[config.mk]
export PLATFORM = sky130hd
export DESIGN_NAME = uart_tx_sched
export DESIGN_NICKNAME = d
export VERILOG_FILES = /design/src/rtl/uart_sched_pkg.sv /design/src/rtl/rr_pick.sv /design/src/rtl/uart_tx_sched.sv
export SDC_FILE = /design/constraint.sdc
export NUM_CORES = 1
export LEC_CHECK = 0
export CAP_MARGIN = 10
export CORE_ASPECT_RATIO = 0.75
export CORE_MARGIN = 5
export CORE_UTILIZATION = 30
export CTS_CLUSTER_DIAMETER = 120
export DETAILED_ROUTE_END_ITERATION = 10
export SLEW_MARGIN = 40
export SYNTH_ARGS = -nofsm -noshare
export SYNTH_HDL_FRONTEND = slang
export SYNTH_HIERARCHICAL = 1
export SYNTH_SLANG_ARGS = --single-unit
[constraint.sdc]
create_clock -name CLK -period 2.44 [get_ports CLK]
set_input_delay 0.488 -clock CLK [delete_from_list [all_inputs] [get_ports CLK]]
set_output_delay 0.488 -clock CLK [all_outputs]
set_load 0.01 [all_outputs]
[src/rtl/uart_sched_pkg.sv]
// rtl/uart_sched_pkg.sv - shared state encoding and defaults for the UART transmit scheduler
package uart_sched_pkg;

  localparam int NREQ_DEFAULT = 3;

  typedef enum logic [1:0] {
    S_IDLE  = 2'd0,
    S_LOCK  = 2'd1,
    S_ISSUE = 2'd2,
    S_WAIT  = 2'd3
  } state_t;

endpackage

[src/rtl/rr_pick.sv]
// rtl/rr_pick.sv - combinational round-robin picker, search starts at pri and wraps
module rr_pick
  import uart_sched_pkg::*;
#(
  parameter int NREQ = NREQ_DEFAULT,
  parameter int PW   = $clog2(NREQ)
) (
  input  logic [NREQ-1:0] req,
  input  logic [PW-1:0]   pri,
  output logic [NREQ-1:0] pick,
  output logic [PW-1:0]   idx
);

  int j;

  // Walk the ring from the far end so the candidate closest to pri wins last.
  always_comb begin
    pick = '0;
    idx  = '0;
    j    = 0;
    for (int k = NREQ - 1; k >= 0; k--) begin
      j = (int'(pri) + k) % NREQ;
      if (req[j]) begin
        pick    = '0;
        pick[j] = 1'b1;
        idx     = PW'(j);
      end
    end
  end

endmodule

[src/rtl/uart_tx_sched.sv]
// rtl/uart_tx_sched.sv - round-robin scheduler sharing one UART transmitter between byte producers
module uart_tx_sched
  import uart_sched_pkg::*;
#(
  parameter int NREQ = NREQ_DEFAULT
) (
  input  logic              CLK,
  input  logic              RST,
  input  logic [NREQ-1:0]   REQ_VALID,
  input  logic [8*NREQ-1:0] REQ_DATA,
  input  logic [NREQ-1:0]   REQ_LAST,
  output logic [NREQ-1:0]   REQ_READY,
  output logic [7:0]        TX_DATA,
  output logic              TX_WE,
  input  logic              TX_READY,
  output logic [NREQ-1:0]   GRANT,
  output logic              BUSY
);

  localparam int PW = $clog2(NREQ);

  state_t          state, state_nx;
  logic [PW-1:0]   pri, pri_nx;
  logic [PW-1:0]   owner, owner_nx;
  logic            last_q, last_nx;
  logic            accept;
  logic [7:0]      byte_sel;
  logic [NREQ-1:0] owner_oh;
  logic [NREQ-1:0] pick_oh;
  logic [PW-1:0]   pick_idx;

  rr_pick #(.NREQ(NREQ), .PW(PW)) u_pick (
    .req  (REQ_VALID),
    .pri  (pri),
    .pick (pick_oh),
    .idx  (pick_idx)
  );

  always_comb begin
    state_nx  = state;
    pri_nx    = pri;
    owner_nx  = owner;
    last_nx   = last_q;
    accept    = 1'b0;
    REQ_READY = '0;
    case (state)
      S_IDLE: begin
        if (TX_READY && |REQ_VALID) begin
          accept    = 1'b1;
          owner_nx  = pick_idx;
          REQ_READY = pick_oh;
          state_nx  = S_ISSUE;
        end
      end
      S_LOCK: begin
        if (TX_READY && REQ_VALID[owner]) begin
          accept           = 1'b1;
          REQ_READY[owner] = 1'b1;
          state_nx         = S_ISSUE;
        end
      end
      S_ISSUE: state_nx = S_WAIT;
      S_WAIT: begin
        // The transmitter drops READY after the strobe, so the first high READY here means done.
        if (TX_READY) begin
          if (last_q) begin
            state_nx = S_IDLE;
            pri_nx   = (owner == PW'(NREQ - 1)) ? '0 : owner + 1'b1;
          end else begin
            state_nx = S_LOCK;
          end
        end
      end
      default: state_nx = S_IDLE;
    endcase
    byte_sel = REQ_DATA[8*owner_nx +: 8];
    if (accept) begin
      last_nx = REQ_LAST[owner_nx];
    end
    owner_oh           = '0;
    owner_oh[owner_nx] = 1'b1;
    if (RST) begin
      REQ_READY = '0;
    end
  end

  always_ff @(posedge CLK) begin
    if (RST) begin
      state   <= S_IDLE;
      pri     <= '0;
      owner   <= '0;
      last_q  <= 1'b0;
      TX_WE   <= 1'b0;
      TX_DATA <= 8'h00;
      GRANT   <= '0;
      BUSY    <= 1'b0;
    end else begin
      state   <= state_nx;
      pri     <= pri_nx;
      owner   <= owner_nx;
      last_q  <= last_nx;
      TX_WE   <= accept;
      TX_DATA <= accept ? byte_sel : 8'h00;
      GRANT   <= (state_nx == S_IDLE) ? '0 : owner_oh;
      BUSY    <= (state_nx != S_IDLE);
    end
  end

endmodule

# Word level (Yosys, flattened, before mapping)
# Cells that the tools add are included.
# word_totals
rom_bits,0
latch_bits,0
regBits,20
out_inout_bits,16
mem_count,0
mem_bits_rw,0
# classes
n_lt_le_gt_ge,10
reduce_logical,14
n_addsub,3
mul,0
muxes,44
div,3
shifts,1
bitwise_logic,1
eq_ne,4
# op_table
cell,n
32-bit by 1-bit >= comparator with 1-bit output (second input constant),3
32-bit by 4-bit < comparator with 1-bit output (second input constant),3
32-bit by 3-bit modulo with 32-bit output (second input constant),2
3-bit by 3-bit modulo with 32-bit output (second input constant),1
24-bit by 6-bit indexed part select with 8-bit output,1
2-bit two-way mux,9
3-bit two-way mux,6
1-bit two-way mux,16
1-bit binary-select mux with 2-bit select,5
1-bit demux with 2-bit select,5
2-bit one-hot mux with 4 select lines,1
1-bit logical AND,7
2-bit equality test (second input constant),3
2-bit by 3-bit < comparator with 1-bit output (second input constant),2
3-bit one-hot mux with 2 select lines,1
2-bit by 1-bit >= comparator with 1-bit output (second input constant),2
2-bit logical NOT,2
2-bit OR reduction,2
2-bit by 1-bit adder with 3-bit output (second input constant),1
2-bit by 2-bit adder with 3-bit output (second input constant),1
3-bit AND reduction,1
3-bit OR reduction,1
2-bit by 1-bit adder with 2-bit output (second input constant),1
2-bit by 1-bit equality test with 1-bit output (second input constant),1
3 further kinds,3

# Depth between registers and ports, before layout
# Gate-level depths: netlist of the first run.
# logic_depth
depth_word,14
ltp_mapped,13
mapped_depth_nobuf,10

# Hierarchy
# Netlist of the first run, hierarchy kept.
# modules_own_cells
mod,seq_area_each_um2,area_per_inst_um2,cells_per_inst,n_inst
uart_tx_sched,400.4,1044.8,115,1
rr_pick,0.0,266.5,37,1

# Least setup slack after synthesis of the first run
# Ideal clock, no wire load.
# synth_path
path_type,reg2reg
start,register pri[0]
end,register last_q
required_time_ps,2316
period_less_slack_ps,2334
path_stages_with_launch,14
setup_time_ps,124
arrival_time_ps,2211
path_buffers,3
setup_slack_ps,106
path_cell_list,dfxtp_1 > inv_1 > ha_1 > buf_6 > nor3b_1 > o211ai_1 > a21boi_1 > o22ai_1 > nor4b_2 > a31o_2 > buf_6 > buf_12 > a22oi_1 > a21oi_1
# synth_via
elab_chain_len,12
word_cells_on_any_way,21
cone_classes,2 x add/sub; 3 x div; 16 x mux
# synth_rtl
element,line,text
"start, declared",uart_tx_sched.sv:23,"logic [PW-1:0] pri, pri_nx;"
"start signal, assigned",uart_tx_sched.sv:99,pri <= pri_nx;
2-bit by 2-bit adder with 3-bit output,rr_pick.sv:22,j = (int'(pri) + k) % NREQ;
32-bit by 3-bit modulo with 32-bit output,rr_pick.sv:22,
1-bit binary-select mux with 2-bit select,rr_pick.sv:23,if (req[j]) begin
1-bit two-way mux (implied by the code) (2 in a row),rr_pick.sv:23,
2-bit two-way mux (2 in a row),rr_pick.sv:23,
2-bit two-way mux *,rr_pick.sv:23,
named net pick_idx[1],uart_tx_sched.sv:30,logic [PW-1:0] pick_idx;
2-bit two-way mux *,uart_tx_sched.sv:48,if (TX_READY && |REQ_VALID) begin
2-bit two-way mux *,uart_tx_sched.sv:46,case (state)
1-bit binary-select mux with 2-bit select *,uart_tx_sched.sv:78,last_nx = REQ_LAST[owner_nx];
1-bit two-way mux (implied by the code) *,uart_tx_sched.sv:78,
"end signal, assigned",uart_tx_sched.sv:101,last_q <= last_nx;
"end, declared",uart_tx_sched.sv:25,"logic last_q, last_nx;"
# Mark *: on every way through the listed nets, which the timed path passes. The rest lies on a longest branch. The select of a mux whose other input is x is not followed.
# A chain may end at the register's enable or synchronous reset.

# Worst setup path after layout of the first run
# layout_path
start,register pri[0]
end,output REQ_READY[0]
# layout_via
elab_chain_len,12
word_cells_on_any_way,35
cone_classes,2 x add/sub; 3 x div; 6 x order compare; 21 x mux; 3 x reduce/logical
# layout_rtl
element,line,text
2-bit by 2-bit adder with 3-bit output,rr_pick.sv:22,
32-bit by 3-bit modulo with 32-bit output,rr_pick.sv:22,
32-bit by 1-bit >= comparator with 1-bit output (implied by the code) / 32-bit by 4-bit < comparator with 1-bit output (equally long branches),rr_pick.sv:25,pick[j] = 1'b1;
1-bit logical AND (implied by the code),rr_pick.sv:25,
1-bit two-way mux (implied by the code),rr_pick.sv:25,
1-bit demux with 2-bit select,-,
3-bit two-way mux (2 in a row),rr_pick.sv:23,
3-bit two-way mux *,rr_pick.sv:23,
named net pick_oh[0],uart_tx_sched.sv:29,logic [NREQ-1:0] pick_oh;
3-bit two-way mux *,uart_tx_sched.sv:48,
3-bit one-hot mux with 2 select lines *,uart_tx_sched.sv:46,
3-bit two-way mux *,uart_tx_sched.sv:82,if (RST) begin
"end, declared",uart_tx_sched.sv:12,"output logic [NREQ-1:0] REQ_READY,"
# Marks and branches as above.

==> results of run 1 <==
sequential cells by signal, indices dropped and copies added (netlist names):
name and cells:
TX_DATA 8, GRANT 3, owner 2, pri 2, state 2, BUSY 1, TX_WE 1, last_q 1
worst reg2reg max path: cells and delay by family (launching register included):
| kind | cells | cell delay (ps) |
|---|---|---|
| buffers and inverters | 4 | 470 |
| adders and majority gates | 1 | 220 |
| and+or+nand+nor | 2 | 300 |
| DFF | 1 | 360 |
| AOI/OAI and AO/OA | 6 | 990 |
synth_stat cells, drive strengths merged:
| master | instances |
|---|---|
| nor2 | 8 |
| nand4bb | 1 |
| or2b | 1 |
| or3b | 1 |
| a31o | 1 |
| nand3b | 2 |
| ha | 4 |
| o221ai | 1 |
| a21oi | 13 |
| o41ai | 1 |
| or3 | 3 |
| and2b | 1 |
| a21boi | 1 |
| and2 | 2 |
| o211ai | 1 |
| mux2i | 13 |
| o221a | 1 |
| a32oi | 1 |
| dfxtp | 20 |
| a211oi | 10 |
| a21o | 1 |
| and3 | 1 |
| mux2 | 1 |
| o21a | 1 |
| nor3b | 4 |
| or2 | 1 |
| o31ai | 1 |
| nor2b | 1 |
| a22oi | 3 |
| nand4 | 1 |
| nor3 | 5 |
| nand4b | 1 |
| buf | 8 |
| inv | 8 |
| nor4b | 1 |
| nand3 | 1 |
| nand2 | 20 |
| o21ai | 6 |
| o22ai | 1 |
stage by stage:
stage               setup WS [ps]  cells  hold slack [ps]  utilization [%]
finish                      -26.1    302              576             60.7
global route                 -125    302              585             60.7
CTS                         -10.5    297              577             56.2
detailed placement           -663    288              557             51.3
global placement             -581    288              550             51.3
floorplan                     106    152              499                -
layout make-up:
class | count | area (um^2)
Clock buffer | 4 | 55.1
Sequential cell | 20 | 403
Fill cell | 362 | 1620
Multi-Input combinational cell | 116 | 1030
Inverter | 8 | 30.0
Tap cell | 55 | 68.8
Timing Repair Buffer | 99 | 921
cells by family after synthesis:
family	after synthesis
buffers and inverters	16
adder cells (fa/ha/maj)	4
flip-flops	20
multiplexers	14
AO/OA/AOI/OAI	43
AND/OR/NAND/NOR	55
timing repair:
action	in CTS	in global routing
endpoints found under the hold margin	0	0
endpoints found under the setup margin	12	13
resized for setup	42	28
buffers inserted	5	3
cloned	0	2
pin swaps	9	19
per-layer routing:
metal	GRT usage [%]	vias up	wire [um]
met2	24.1	30	2190
met1	17.8	724	2050
met4	2.72	0	51
met3	3.17	4	169
met5	0	-	0
li1	-	744	-
cells in the final DEF, fill, tap and decap left out, types with 3 or more instances in the layout:
cell	count
a21oi_4	5
nand2_2	3
dlygate4sd2_1	4
inv_1	5
a211oi_2	9
buf_6	6
nand2_1	17
clkdlybuf4s50_1	41
o21ai_1	3
clkbuf_8	4
a21oi_1	4
a21oi_2	4
buf_12	3
mux2i_1	11
buf_4	41
inv_2	3
nor2_1	7
dfxtp_1	18
buf_2	3
power by group:
group	switching [W]	internal, W	leakage [nW]
Combinational	0.000191	0.000231	0.776
Clock	0.000109	0.000144	0.0288
Sequential	0.0000123	0.000360	0.165
Total	0.000313	0.000735	0.970
how the worst min path moves through the flow:
stage,startpoint,to,slack [ps],cells past startpoint
floorplan,last_q,last_q,500,2
detailed placement,last_q,last_q,560,2
global route,pri[1],pri[1],580,2
CTS,pri[1],pri[1],580,2
global placement,pri[1],pri[1],550,2
finish,pri[1],pri[1],580,2
==> flow_summary.toml, run 1 <==
[run_status]
status = "finished with violations"
violations = "setup timing"

[synthesis]
syn_area_per_cell_um2 = 8.63
synth_cell_types = 50
post-synth-top-area-cell = "dfxtp_1"
synth_seq_area_share_pct = 30.5
synth_area_leaders = "dfxtp_1, mux2i_1, a211oi_1"
synth_compound_area_share_pct = 22.4
synth_top_family_by_area = "simple AND/OR/NAND/NOR gates"
synthCells = 152
synth_top_area_share_pct = 30.5
yosys_warnings = 6
syn-cell-area_um2 = 1310
synth_seq_cells = 20
synthAdderAreaFrac_pct = 3.82
synth_xor_xnor_area_share_pct = 0
synth_mux_area_share_pct = 10.8
synth_simple_gate_area_share_pct = 24.5
synth.net_count = 189

[grt]
grt_antenna_before_repair = 0
grt_start_max_net_pins = 17
grt_usage_pct = 13.9
gr-total-overflow = 0
grt_pass1_wl_mm = 6.47
grt_pass1_vias = 1455

[run]
drv_cap = 0

[critical_path]
worstPathArrival_ps = 1980
regToRegEndpoint = "TX_DATA[3]"
crit_end = "REQ_READY[0]"
crit_path_top_delay_cell = "dfxtp_2"
crit_cells = 11
r2r_slack_ps = -20
cp_max_fo = 6
worst-endpoint-required_ps = 1950
cp_num_buf_inv = 4
rr_startpoint = "pri[0]"
worst-r2r-cell-count = 13
worstSetupEndpointType = "output port"
crit_type = "flop to output port"
crit_start = "pri[0]"
worstPathCellList = "buf_12 -> ha_4 -> buf_6 -> nand3b_1 -> o21ai_4 -> buf_4 -> nand2_1 -> o21ai_1 -> a22oi_1 -> nor3_1 -> buf_2"
cp_top_family = "buffers and inverters"
slowest_delay_ps = 360
critPathLaunchType = "flop"

[timing]
tightestPinTransition_ps = 264
hold_viol = 0
tns_ps = -44.8
setup_viol = 2
finalCriticalPeriod_ps = 2470
fin_ws_ps = -26.1
max_slew_margin_pct = 81.9
rsz0062_at_grt = "true"
fin_crit_sh_pct = 101
fmax_mhz = 405
drv_slew = 0
finalClockSkew_ps = 3.98

[floorplan]
boundaryPins = 49
start_util_pct = 31.8
die_area_um2 = 5810
dieHeight_um = 67.3
std_cell_rows = 20
core_um2 = 4130
die_x_um = 86.3

[place]
place.port_buffers = 48
gp_congestion = 0.843
place_area_um2 = 2120
dp_hpwl_mm = 3.31

[power_and_ir_drop]
ir_worst_vdd_v = 0.000302
power_leakage_nw = 0.970
power.density_nw_per_um2 = 418
total_power_w = 0.00105

[routing]
viasPerCell = 4.97
drc = 0
drt_iter0_drc = 42
ant_nets = 0
wirelength_mm = 4.46
dr.pass1.iters = 4
vias = 1502
wl_per_cell_um = 14.8

[finish]
area_delta_synth_final_pct = 91.1
post-route-cell-area_um2 = 2510
drive_gt1_share_pct = 43.3
nets = 285
diodes = 0

[clock_tree]
cts_tree = "built"
postCtsHoldBufs = 0
clkTransAtPathRegs_ps = 70
clk_latency_ps = 260
cts_buffers = 3
cts_buffer_depth = 2
htreeDepth = 1
root_buffer = "clkbuf_8"
clock-sinks = 20

[hold_path]
hold_path.class = "flop to flop"
Note: power is estimated with default switching activity, not from simulation.
==> run 2: changes to the inputs <==
--- a/constraint.sdc
+++ b/constraint.sdc
@@ -3,2 +3,2 @@
 set_output_delay 0.488 -clock CLK [all_outputs]
-set_load 0.01 [all_outputs]
+set_load 0.005 [all_outputs]
==> flow_summary.toml, run 2 (synthesis results as in run 1) <==
[run_status]
status = "finished with violations"
violations = "setup timing"

[critical_path]
crit_cells = 10
worstPathArrival_ps = 1960
cp_num_buf_inv = 3
cp_top_family = "compound AO/OA/AOI/OAI gates"
critPathLaunchType = "flop"
worstPathCellList = "buf_6 -> ha_4 -> buf_6 -> nand3b_1 -> o21ai_4 -> a21o_1 -> nand2_1 -> nand2_1 -> a211oi_2 -> buf_2"
crit_type = "flop to output port"
r2r_slack_ps = 40
regToRegEndpoint = "TX_DATA[0]"
worst-endpoint-required_ps = 1950
cp_max_fo = 6
worstSetupEndpointType = "output port"
slowest_delay_ps = 350
crit_end = "REQ_READY[1]"
crit_path_top_delay_cell = "dfxtp_4"
worst-r2r-cell-count = 13
rr_startpoint = "pri[0]"
crit_start = "pri[0]"

[routing]
vias = 1488
viasPerCell = 4.99
dr.pass1.iters = 4
wl_per_cell_um = 15.2
drt_iter0_drc = 54
ant_nets = 0
drc = 0
wirelength_mm = 4.52

[finish]
final_util_pct = 60.9
drive_gt1_share_pct = 44.4
reg_top3 = "TX_DATA (8), GRANT (3)"
layout_common_cells = "clkdlybuf4s50_1, buf_4, dfxtp_1, nand2_1"
regMostFlops = "TX_DATA"
nets = 281
diodes = 0
largest_register_ffs = 8
final_common_cell = "clkdlybuf4s50_1"
area_delta_synth_final_pct = 91.9

[floorplan]
die_x_um = 86.3
core_um2 = 4130
dieHeight_um = 67.3
std_cell_rows = 20
boundaryPins = 49
start_util_pct = 31.8
die_area_um2 = 5810

[grt]
grt_antenna_before_repair = 0
gr-total-overflow = 0
grt_pass1_wl_mm = 6.70
grt_pass1_vias = 1500
grt_start_max_net_pins = 17
grt_usage_pct = 14.4

[clock_tree]
clkTransAtPathRegs_ps = 70
clk_latency_ps = 260
cts_buffers = 3
root_buffer = "clkbuf_8"
htreeDepth = 1
cts_tree = "built"
cts_buffer_depth = 2
clock-sinks = 20

[timing]
fin_crit_sh_pct = 100
tightestPinTransition_ps = 309
finalCriticalPeriod_ps = 2450
hold_viol = 0
setup_viol = 1
max_slew_margin_pct = 79.3
fin_ws_ps = -10.4
rsz0062_at_grt = "true"
finalClockSkew_ps = 6.84
drv_slew = 0
fmax_mhz = 408

[place]
gp_congestion = 0.860
dp_hpwl_mm = 3.29
place.port_buffers = 48

[power_and_ir_drop]
power_leakage_nw = 0.969
total_power_w = 0.00112
ir_worst_vdd_v = 0.000321
power.density_nw_per_um2 = 446

[hold_path]
hold_path.class = "flop to flop"
whs_path_depth = 2

[run]
drv_cap = 0
==> run 2: cell count changes in the layout (fill, tap and decap cells not counted), moves of 2 or more <==
cell	change
nand2_1	-2
dfxtp_2	-2
mux2i_1	-2
dfxtp_4	+2
inv_4	+2
buf_4	-3
a21oi_4	-2
nand2_2	+2
==> run 2: area by class of cell <==
class | count | area, um^2
clock buffer | 3 | 41.3
clock inverter | 1 | 30.0
fill | 337 | 1610
inverter | 8 | 35.0
multi-input combinational | 116 | 1050
sequential | 20 | 408
tap | 55 | 68.8
timing repair buffer | 95 | 880
==> run 2: how the worst min path moves through the flow <==
| stage | from | end | slack, ps |
|---|---|---|---|
| 4_1_cts | pri[1] | pri[1] | 590 |
| 6_report | pri[1] | pri[1] | 590 |
| 3_3_place_gp | pri[1] | pri[1] | 550 |
| 2_1_floorplan | last_q | last_q | 500 |
| 3_5_place_dp | last_q | last_q | 570 |
| 5_1_grt | pri[1] | pri[1] | 630 |
==> run 2: report_power, final <==
group / leakage (nW) / switching (W) / internal, W
clock: 0.0357 / 0.000115 / 0.000219
sequential: 0.165 / 0.0000155 / 0.000357
combinational: 0.768 / 0.000182 / 0.000233
total: 0.969 / 0.000312 / 0.000809
==> run 2: metal layers <==
metal / routed length [um] / vias to the layer above / track usage [%]
met1: 2000 / 726 / 17.2
met2: 2330 / 29 / 27.3
met4: 18 / 0 / 1.36
met3: 168 / 2 / 3.29
met5: 0 / - / 0
li1: - / 731 / -
==> run 2: timing repair <==
| item | 4_1_cts | 5_1_grt |
|---|---|---|
| endpoints found under the setup margin | 13 | 13 |
| setup buffers | 3 | 3 |
| cloned | 0 | 2 |
| hold buffers | 0 | 0 |
| pin swaps | 13 | 17 |
| resized for setup | 40 | 43 |
==> run 2: tightest hold or removal path, cell delays in order, from the launching register on <==
cell and delay [ps]:
dfxtp_4 390, mux2i_1 80, nor2_1 80
==> run 2: metrics by stage <==
step | setup slack (ps) | hold WS, ps | TNS, ps | area [um^2] | instances
global route | -138 | 630 | -1060 | 2520 | 298
floorplan | 106 | 499 | 0 | 1310 | 152
finish | -10.4 | 593 | -10.4 | 2520 | 298
CTS | -9.69 | 591 | -9.69 | 2280 | 293
detailed placement | -553 | 569 | -6000 | 2100 | 286
global placement | -544 | 548 | -5250 | 2100 | 286
==> run 3: changes to the inputs <==
CORE_UTILIZATION = 40   (was 30)
HOLD_SLACK_MARGIN = 0.12   (was unset)
PLACE_DENSITY = 0.76   (was unset)
==> flow_summary.toml, run 3 (synthesis results as in run 1) <==
[clock_tree]
cts_tree = "built"
root_buffer = "clkbuf_8"
htreeDepth = 1
clock-sinks = 20
cts_buffers = 3
cts_buffer_depth = 2
clk_latency_ps = 250
clkTransAtPathRegs_ps = 70

[floorplan]
boundaryPins = 49
die_area_um2 = 4540
die_x_um = 76.1
start_util_pct = 40.7
core_um2 = 3220
std_cell_rows = 18
dieHeight_um = 59.6

[hold_path]
hold_start = "pri[1]"
whs_path_depth = 2
hold_end = "pri[1]"
hold_path.class = "flop to flop"

[timing]
fin_crit_sh_pct = 100
tns_ps = -5.12
drv_slew = 0
finalCriticalPeriod_ps = 2450
setup_viol = 1
hold_viol = 0
rsz0062_at_grt = "true"
fin_ws_ps = -5.12
fmax_mhz = 409
tightestPinTransition_ps = 359
finalClockSkew_ps = 1.05
max_slew_margin_pct = 75.9

[finish]
diodes = 0
largest_register_ffs = 8
final_common_cell = "clkdlybuf4s50_1"
area_delta_synth_final_pct = 77.1
layout_common_cells = "clkdlybuf4s50_1, buf_4, nand2_1, dfxtp_1, mux2i_1"
nets = 273
drive_gt1_share_pct = 39.6
layoutNonFillerInstCount = 275
regMostFlops = "TX_DATA"
reg_top3 = "TX_DATA (8), GRANT (3)"
post-route-cell-area_um2 = 2320

[critical_path]
cp_max_fo = 8
crit_type = "flop to output port"
crit_path_top_delay_cell = "dfxtp_4"
critPathLaunchType = "flop"
cp_top_family = "compound AO/OA/AOI/OAI gates"
worstPathArrival_ps = 1960
rr_startpoint = "pri[0]"
regToRegEndpoint = "TX_DATA[2]"
r2r_slack_ps = 50
worst-endpoint-required_ps = 1950
slowest_delay_ps = 390
worstSetupEndpointType = "output port"
worst-r2r-cell-count = 11
worstPathCellList = "inv_4 -> ha_4 -> nand2_1 -> a211oi_1 -> a21oi_1 -> o21ai_1 -> a32oi_1 -> nor3_1 -> buf_2"
cp_num_buf_inv = 2

[power_and_ir_drop]
ir_worst_vdd_v = 0.000287
total_power_w = 0.00102
power.density_nw_per_um2 = 437
power_leakage_nw = 0.903

[grt]
grt_start_max_net_pins = 19
grt_pass1_vias = 1446
grt_pass1_wl_mm = 6.48
grt_usage_pct = 17.3
grt_antenna_before_repair = 0
gr-total-overflow = 0

[routing]
viasPerCell = 5.73
drt_iter0_drc = 151
ant_nets = 0
drc = 0
wl_per_cell_um = 17.2
vias = 1575
dr.pass1.iters = 4
wirelength_mm = 4.74

[place]
placed_cells = 263
dp_hpwl_mm = 3.11
place.port_buffers = 48
place_area_um2 = 2010
gp_congestion = 0.947

[run]
drv_cap = 0

[run_status]
violations = "setup timing"
status = "finished with violations"
==> run 3: where the power goes <==
group / total, W / internal, W / switching, W
registers: 0.000375 / 0.000358 / 0.0000172
clock network: 0.000250 / 0.000144 / 0.000106
logic: 0.000391 / 0.000214 / 0.000176
==> run 3: worst max-delay path by stage <==
| stage | start | end | slack [ps] | depth (start not counted) |
|---|---|---|---|---|
| global placement | REQ_VALID[1] | REQ_READY[1] | -480 | 9 |
| global route | pri[0] | TX_DATA[6] | -90 | 12 |
| finish | pri[0] | REQ_READY[2] | -5 | 9 |
| detailed placement | REQ_VALID[2] | REQ_READY[0] | -540 | 8 |
| floorplan | pri[0] | last_q | 110 | 13 |
| CTS | pri[1] | REQ_READY[0] | -1 | 9 |
==> run 3: layout make-up <==
cell class,count,area [um^2]
inverters,8,35.0
clock buffers,4,55.1
flip-flops and latches,20,409
multi-input cells,116,986
fillers,225,898
well taps,40,50.0
repair buffers,87,787
==> run 3: per-layer routing <==
metal | track usage, % | share of wire [%]
met5 | 0 | 0
met2 | 30.2 | 49
met4 | 3.74 | 1.7
met1 | 22.2 | 42
met3 | 3.80 | 6.9
==> run 3: metrics by stage <==
stage,hold slack (ps),worst slack (ps),util [%]
2_1_floorplan,499,106,-
3_3_place_gp,536,-483,62.5
3_5_place_dp,553,-538,62.5
4_1_cts,562,-1.15,66.7
5_1_grt,614,-87.4,72.1
6_report,576,-5.12,72.1
==> run 3: repair_timing <==
| action | 4_1_cts | 5_1_grt |
|---|---|---|
| hold buffers | 0 | 0 |
| buffers inserted | 2 | 4 |
| gates resized for setup | 37 | 26 |
| setup endpoints to repair | 14 | 14 |
| gates cloned | 0 | 2 |
| pin swaps | 7 | 17 |
| hold endpoints to repair | 0 | 0 |
==> run 3: worst min-delay path: stages (launching register included) <==
cell     delay (ps)
dfxtp_4         390
mux2i_1          80
nor2_1           80
